$ cat src/rtl/fp_to_int.sv
// fp_to_int: iterative 13-bit float (sign/exp4/frac8) to signed integer converter.
// Define FP_TO_INT_ROUND_EN for round-half-away-from-zero; otherwise truncates toward zero.
module fp_to_int #(
    parameter int OUT_W = 16
) (
    input  logic             clk,
    input  logic             rst_n,
    input  logic             in_valid,
    output logic             in_ready,
    input  logic             in_sign,
    input  logic [3:0]       in_exp,
    input  logic [7:0]       in_frac,
    output logic             out_valid,
    input  logic             out_ready,
    output logic [OUT_W-1:0] out_data
);
    typedef enum logic [1:0] {IDLE, SHIFT, DONE} state_t;
    state_t state_q, state_d;
    logic [14:0] mag_q, mag_d;
    logic [3:0] cnt_q, cnt_d;
    logic sign_q, sign_d, dir_q, dir_d;
    logic out_valid_q, out_valid_d;
    logic [OUT_W-1:0] out_data_q, out_data_d, ext;
    logic [15:0] res;
`ifdef FP_TO_INT_ROUND_EN
    logic guard_q, guard_d, sticky_q, sticky_d;
`endif
    assign in_ready  = state_q == IDLE;
    assign out_valid = out_valid_q;
    assign out_data  = out_data_q;
    always_comb begin
        state_d     = state_q;
        mag_d       = mag_q;
        cnt_d       = cnt_q;
        sign_d      = sign_q;
        dir_d       = dir_q;
        out_valid_d = out_valid_q;
        out_data_d  = out_data_q;
`ifdef FP_TO_INT_ROUND_EN
        guard_d  = guard_q;
        sticky_d = sticky_q;
        res      = {1'b0, mag_q} + 16'(guard_q);
`else
        res = {1'b0, mag_q};
`endif
        ext = OUT_W'(res);
        case (state_q)
            IDLE: if (in_valid) begin
                sign_d  = in_sign;
                mag_d   = {7'b0, in_frac};
                cnt_d   = in_exp[3] ? in_exp - 4'd8 : 4'd8 - in_exp;
                dir_d   = in_exp[3];
`ifdef FP_TO_INT_ROUND_EN
                guard_d  = 1'b0;
                sticky_d = 1'b0;
`endif
                state_d = SHIFT;
            end
            SHIFT: if (cnt_q != 4'd0) begin
                if (dir_q) mag_d = mag_q << 1;
                else begin
`ifdef FP_TO_INT_ROUND_EN
                    sticky_d = sticky_q | guard_q;
                    guard_d  = mag_q[0];
`endif
                    mag_d = mag_q >> 1;
                end
                cnt_d = cnt_q - 4'd1;
            end else begin
                // negating zero yields zero, so no negative-zero special case
                out_data_d  = sign_q ? -ext : ext;
                out_valid_d = 1'b1;
                state_d     = DONE;
            end
            DONE: if (out_ready) begin
                out_valid_d = 1'b0;
                state_d     = IDLE;
            end
            default: state_d = IDLE;
        endcase
    end
    always_ff @(posedge clk or negedge rst_n) begin
        if (!rst_n) begin
            state_q     <= IDLE;
            mag_q       <= '0;
            cnt_q       <= '0;
            sign_q      <= 1'b0;
            dir_q       <= 1'b0;
            out_valid_q <= 1'b0;
            out_data_q  <= '0;
`ifdef FP_TO_INT_ROUND_EN
            guard_q  <= 1'b0;
            sticky_q <= 1'b0;
`endif
        end else begin
            state_q     <= state_d;
            mag_q       <= mag_d;
            cnt_q       <= cnt_d;
            sign_q      <= sign_d;
            dir_q       <= dir_d;
            out_valid_q <= out_valid_d;
            out_data_q  <= out_data_d;
`ifdef FP_TO_INT_ROUND_EN
            guard_q  <= guard_d;
            sticky_q <= sticky_d;
`endif
        end
    end
endmodule

$ cat config.mk
export PLATFORM = sky130hd
export DESIGN_NAME = fp_to_int
export DESIGN_NICKNAME = d
export VERILOG_FILES = /design/src/rtl/fp_to_int.sv
export SDC_FILE = /design/constraint.sdc
export NUM_CORES = 1
export LEC_CHECK = 0
export BUFFER_PORTS_ARGS = -buffer_cell sky130_fd_sc_hd__buf_2
export CAP_MARGIN = 20
export CORE_MARGIN = 2
export CORE_UTILIZATION = 25
export CTS_CLUSTER_SIZE = 28
export DETAILED_ROUTE_END_ITERATION = 12
export GPL_TIMING_DRIVEN = 0
export HOLD_SLACK_MARGIN = 0.05
export SYNTH_ARGS = -nofsm -noshare
export SYNTH_HDL_FRONTEND = slang
export SYNTH_SLANG_ARGS = --single-unit
$ cat constraint.sdc
create_clock -name clk -period 4.18 [get_ports clk]
set_input_delay 0.627 -clock clk [delete_from_list [all_inputs] [get_ports clk]]
set_output_delay 0.627 -clock clk [all_outputs]
set_load 0.01 [all_outputs]
======== Word-level counts from Yosys, hierarchy flattened ========
Cells that the tools add are included.
operators by class
  reduce and logical (&&, ||, !) cells .... 9
  eq/ne operators ......................... 6
  bitwise logic cells ..................... 1
  mux-type cells .......................... 16
  add/sub/neg operators ................... 4
operators with widths
  operator                                                               count
  15-bit two-way mux                                                     3
  15-bit one-hot mux with 2 select lines                                 1
  16-bit two-way mux                                                     1
  15-bit negation with 16-bit output                                     1
  4-bit two-way mux                                                      3
  3-bit AND reduction                                                    3
  2-bit inequality test, second input constant                           4
  4-bit one-hot mux with 2 select lines                                  1
  2-bit two-way mux                                                      3
  2-bit one-hot mux with 3 select lines                                  1
  2-bit AND reduction                                                    2
  2-bit nonzero test                                                     2
  4-bit nonzero test                                                     1
  4-bit by 1-bit subtractor with 4-bit output, second input constant     1
  4-bit subtractor, first input constant                                 1
  4-bit subtractor, second input constant                                1
  2-bit by 1-bit equality test with 1-bit output, second input constant  1
  2-bit equality test, second input constant                             1
  2-bit logical NOT                                                      1
  1-bit two-way mux                                                      2
  1-bit one-hot mux with 2 select lines                                  1
  1-bit inverter                                                         1
word-level totals
  output and inout bits ................... 18
  input bits .............................. 17
  logic and storage cells ................. 43
  bits in registers ....................... 40

======== Longest topological paths before layout ========
  depth in word-level cells ............... 4
  mapped depth ............................ 7
  mapped depth without buffers ............ 7

======== Least setup slack after synthesis ========
OpenSTA, ideal clock, no wires.
  kind .................................... reg-to-reg
  from .................................... register mag_q[4]
  to ...................................... register out_data_q[14], in the netlist out_data[14]
  stages on the path, launching flop included .. 6
  required time ........................... 4.115 ns
  arrival time ............................ 1.738 ns
  library setup time ...................... 0.065 ns
  buffers on the path ..................... 1
  path slack .............................. 2.377 ns
  path through ............................ dfrtp_1 -> or4_4 -> buf_6 -> nor4_1 -> mux2_1 -> nand2_1
between the ends
  word-level cells in the longest chain between the ends .. 2
RTL lines
  element                             line  text
  from (decl)                         19    logic [14:0] mag_q, mag_d;
  from (signal assigned)              97    mag_q <= mag_d;
  15-bit negation with 16-bit output  71    out_data_d = sign_q ? -ext : ext;
  16-bit two-way mux                  71
  to (signal assigned)                102   out_data_q <= out_data_d;
  to (decl)                           23    logic [OUT_W-1:0] out_data_q, out_data_d, ext;
No other way between the ends.
A chain may end at the register's enable or synchronous reset.

======== Worst setup path after layout ========
  from .................................... register cnt_q[0]
  to ...................................... register cnt_q[0]
between the ends
  word-level cells in the longest chain between the ends .. 3
RTL lines
  element                                                                            line    text
  from (decl)                                                                        20      logic [3:0] cnt_q, cnt_d;
  from (signal assigned)                                                             98      cnt_q <= cnt_d;
  4-bit by 1-bit subtractor with 4-bit output or 4-bit nonzero test (tied branches)  68, 59
  4-bit two-way mux or 2-bit inequality test (tied branches)                         --
  4-bit one-hot mux with 2 select lines or 3-bit AND reduction (tied branches)       --
Several ways; a longest one is shown, not always the timed one. The select of a mux whose other input is x is not followed.

==> flow_metrics.tcl <==
set metrics [dict create \
    io_buffers 34 \
    clock_latency_ns 0.29 \
    vias_per_cell 4.64 \
    reg2reg_depth 6 \
    place_hpwl_um 3810 \
    drive_above_1_share_pct 17.9 \
    cts_buffer_depth 2 \
    setup_viol 0 \
    finalSetupTns_ns 0 \
    die_w_um 97.5 \
    cp_max_fo 10 \
    grt_max_degree 41 \
    yosys-top-cells-area "dfrtp_1 46%, mux2i_1 7.3%, o21ai_0 7.1%, nand2_1 6.0%, xor2_1 4.4%" \
    synth_cell_types 35 \
    p_per_area_nw_per_um2 758 \
    synthCells 237 \
    status "complete, no violations" \
    cts.repair.resized 0 \
    ioPinCount 35 \
    wire_per_inst_um 13.1 \
    cts_sinks 40 \
    syn_area_per_cell_um2 9.22 \
    coreArea_um2 8590 \
    async_flop_share_pct 100 \
    cp.required_ns 4.34 \
    synth_enable_flop_cells 0 \
    path_clk_slew_ns 0.08 \
    grt_setup_unrepaired "false" \
    critPathKind "register to register" \
    end_kind "register" \
    hold_path_class "input pin to asynchronous set/reset pin" \
    power_mw 1.97 \
    ant_nets 0 \
    drv_slew 0 \
    leakagePower_nw 1.22 \
    grtUsageTotal_pct 11.1 \
    worst_pin_slew_ns 0.902 \
    maxCapViolations 0 \
    synth_flop_cell "dfrtp_1" \
    synth-seq-area-share_pct 45.8 \
    placed_area_um2 2490 \
    synth_nets 257 \
    hold_viol 0 \
    dp.cells 379 \
    final_area_um2 2600 \
    met1_usage_pct 13.5 \
    slew_headroom_pct 39.9 \
    vdd_drop_max_v 0.000242 \
    grt.busiest_layer "met2" \
    synth-seq-cells 40 \
    cts_buffers 5 \
    initial_utilization_pct 25.4 \
    start_kind "register" \
    grt_use_met2_pct 18.5 \
    cts-root-buf "clkbuf_8" \
    grt.overflow.total 0 \
    layout.nets 298 \
    met3_usage_pct 3.24 \
    max_freq_ghz 0.465 \
    num_rows 34 \
    post-route-period-util_pct 51.4 \
    totalWireLength_um 5060 \
    clock_skew_ns 0.00423 \
    ctsHoldBuffers 0 \
    antenna_cells 0 \
    post-cts-setup-buffer-count 0 \
    h-tree-depth 2 \
    nFillCells 922 \
    drt_pre_antenna_iters 4 \
    antenna_found_initial 0 \
    yosysWarnings 0 \
    vias 1796 \
    area_delta_synth_final_pct 18.9 \
    first_global_vias 1861 \
    post-route-util_pct 30.2 \
    dieArea_um2 9510 \
    synth_area_um2 2190 \
    die_h_um 97.5 \
    initialDrtViolationCount 144 \
    tritoncts "yes" \
    synth_top_area_share_pct 45.8 \
    grt_pass1_wl_um 8770 \
    fin_cells 387 \
    drcViolationCount 0 \
    place_congestion 0.816 \
    period_minus_slack_ns 2.15 \
    cp.arrival_ns 2.31 \
    synth.largest_area_cell "dfrtp_1" \
]
critical path, cell delays in order, from the launching register on:
cell and delay (ns):
dfrtp_1 0.40, inv_1 0.09, ha_1 0.20, nor3b_1 0.47, a211o_1 0.30, clkbuf_1 0.39, o21ai_0 0.17
flip-flops by register name, summed over array words and instances, names as in the netlist:
signal     count
cnt_q          4
dir_q          1
mag_q         15
out_data      16
out_valid      1
sign_q         1
state_q        2
cells in the mapped netlist (all sizes together) (2+ instances only):
library cell	instances
nor4	2
nand2b	4
buf	3
inv	9
a21oi	12
or4	3
o21ai	33
xnor2	2
mux2i	16
o31ai	11
or3	4
dfrtp	40
xor2	11
nand3	4
nor3	2
clkbuf	15
nand2	35
ha	3
o41ai	4
nor2	11
mux2	3
nor2b	3
final cells by class:
| class | instances | area (um^2) | area share [%] |
|---|---|---|---|
| Multi-Input combinational cell | 170 | 1070 | 41.4 |
| Tap cell | 108 | 135 | 5.20 |
| Timing Repair Buffer | 34 | 170 | 6.55 |
| Clock inverter | 2 | 35.0 | 1.35 |
| Inverter | 9 | 33.8 | 1.30 |
| Sequential cell | 40 | 1000 | 38.5 |
| Clock buffer | 6 | 72.6 | 2.79 |
| Buffer | 18 | 76.3 | 2.94 |
placed cells by master, fill, tap and decap left out, types with 2 or more instances in the layout:
| cell | synthesis | layout |
|---|---|---|
| dfrtp_1 | 40 | 40 |
| clkbuf_8 | 0 | 5 |
| or4_1 | 2 | 2 |
| nand3_1 | 4 | 4 |
| nand2_1 | 35 | 35 |
| mux2i_1 | 16 | 16 |
| xor2_1 | 11 | 11 |
| nor2b_1 | 3 | 3 |
| o21ai_0 | 31 | 31 |
| o41ai_2 | 3 | 3 |
| o31ai_1 | 11 | 11 |
| buf_2 | 1 | 35 |
| mux2_2 | 2 | 2 |
| nand2b_1 | 4 | 4 |
| or3_1 | 4 | 4 |
| inv_1 | 9 | 9 |
| nor4_1 | 2 | 2 |
| o21ai_1 | 2 | 2 |
| xnor2_1 | 2 | 2 |
| a21oi_1 | 12 | 12 |
| ha_1 | 3 | 3 |
| nor2_1 | 11 | 11 |
| nor3_1 | 2 | 2 |
| clkbuf_1 | 15 | 16 |
power by group:
part           leakage (nW)  internal (mW)  total [mW]  switching (mW)
combinational         0.656          0.401       0.995           0.594
clock                0.0552          0.177       0.310           0.133
sequential            0.508          0.540       0.665           0.125
total                  1.22           1.12        1.97           0.852
through the flow:
step                hold slack [ns]  worst slack (ns)
detailed placement            0.469              2.03
global route                  0.512              1.86
CTS                           0.486              2.03
global placement              0.464              2.07
finish                        0.448              2.03
floorplan                     0.331              2.38
final timing paths:
path,start,end,slack (ns)
hold / removal,rst_n,cnt_q[1],0.45
max in group asynchronous,rst_n,mag_q[11],3.16
setup reg to reg,cnt_q[0],cnt_q[0],2.03
min in group clk,out_data[10],out_data[10],0.48
setup / recovery,cnt_q[0],cnt_q[0],2.03
hold reg to reg,out_data[10],out_data[10],0.48
metal layers:
layer / vias up / share of wire, %
li1: 902 / -
met1: 851 / 46
met2: 33 / 47
met3: 10 / 4.6
met4: 0 / 2.0
met5: - / 0
kinds of logic after synthesis:
family,Yosys count,share of synthesized area [%]
AO/OA/AOI/OAI,63,17.9
XOR/XNOR,13,5.21
adder cells (fa/ha/maj),3,1.72
buffers and inverters,27,5.04
flip-flops,40,45.8
multiplexers,19,8.87
AND/OR/NAND/NOR,72,15.5
(Power assumes the default switching activity.)
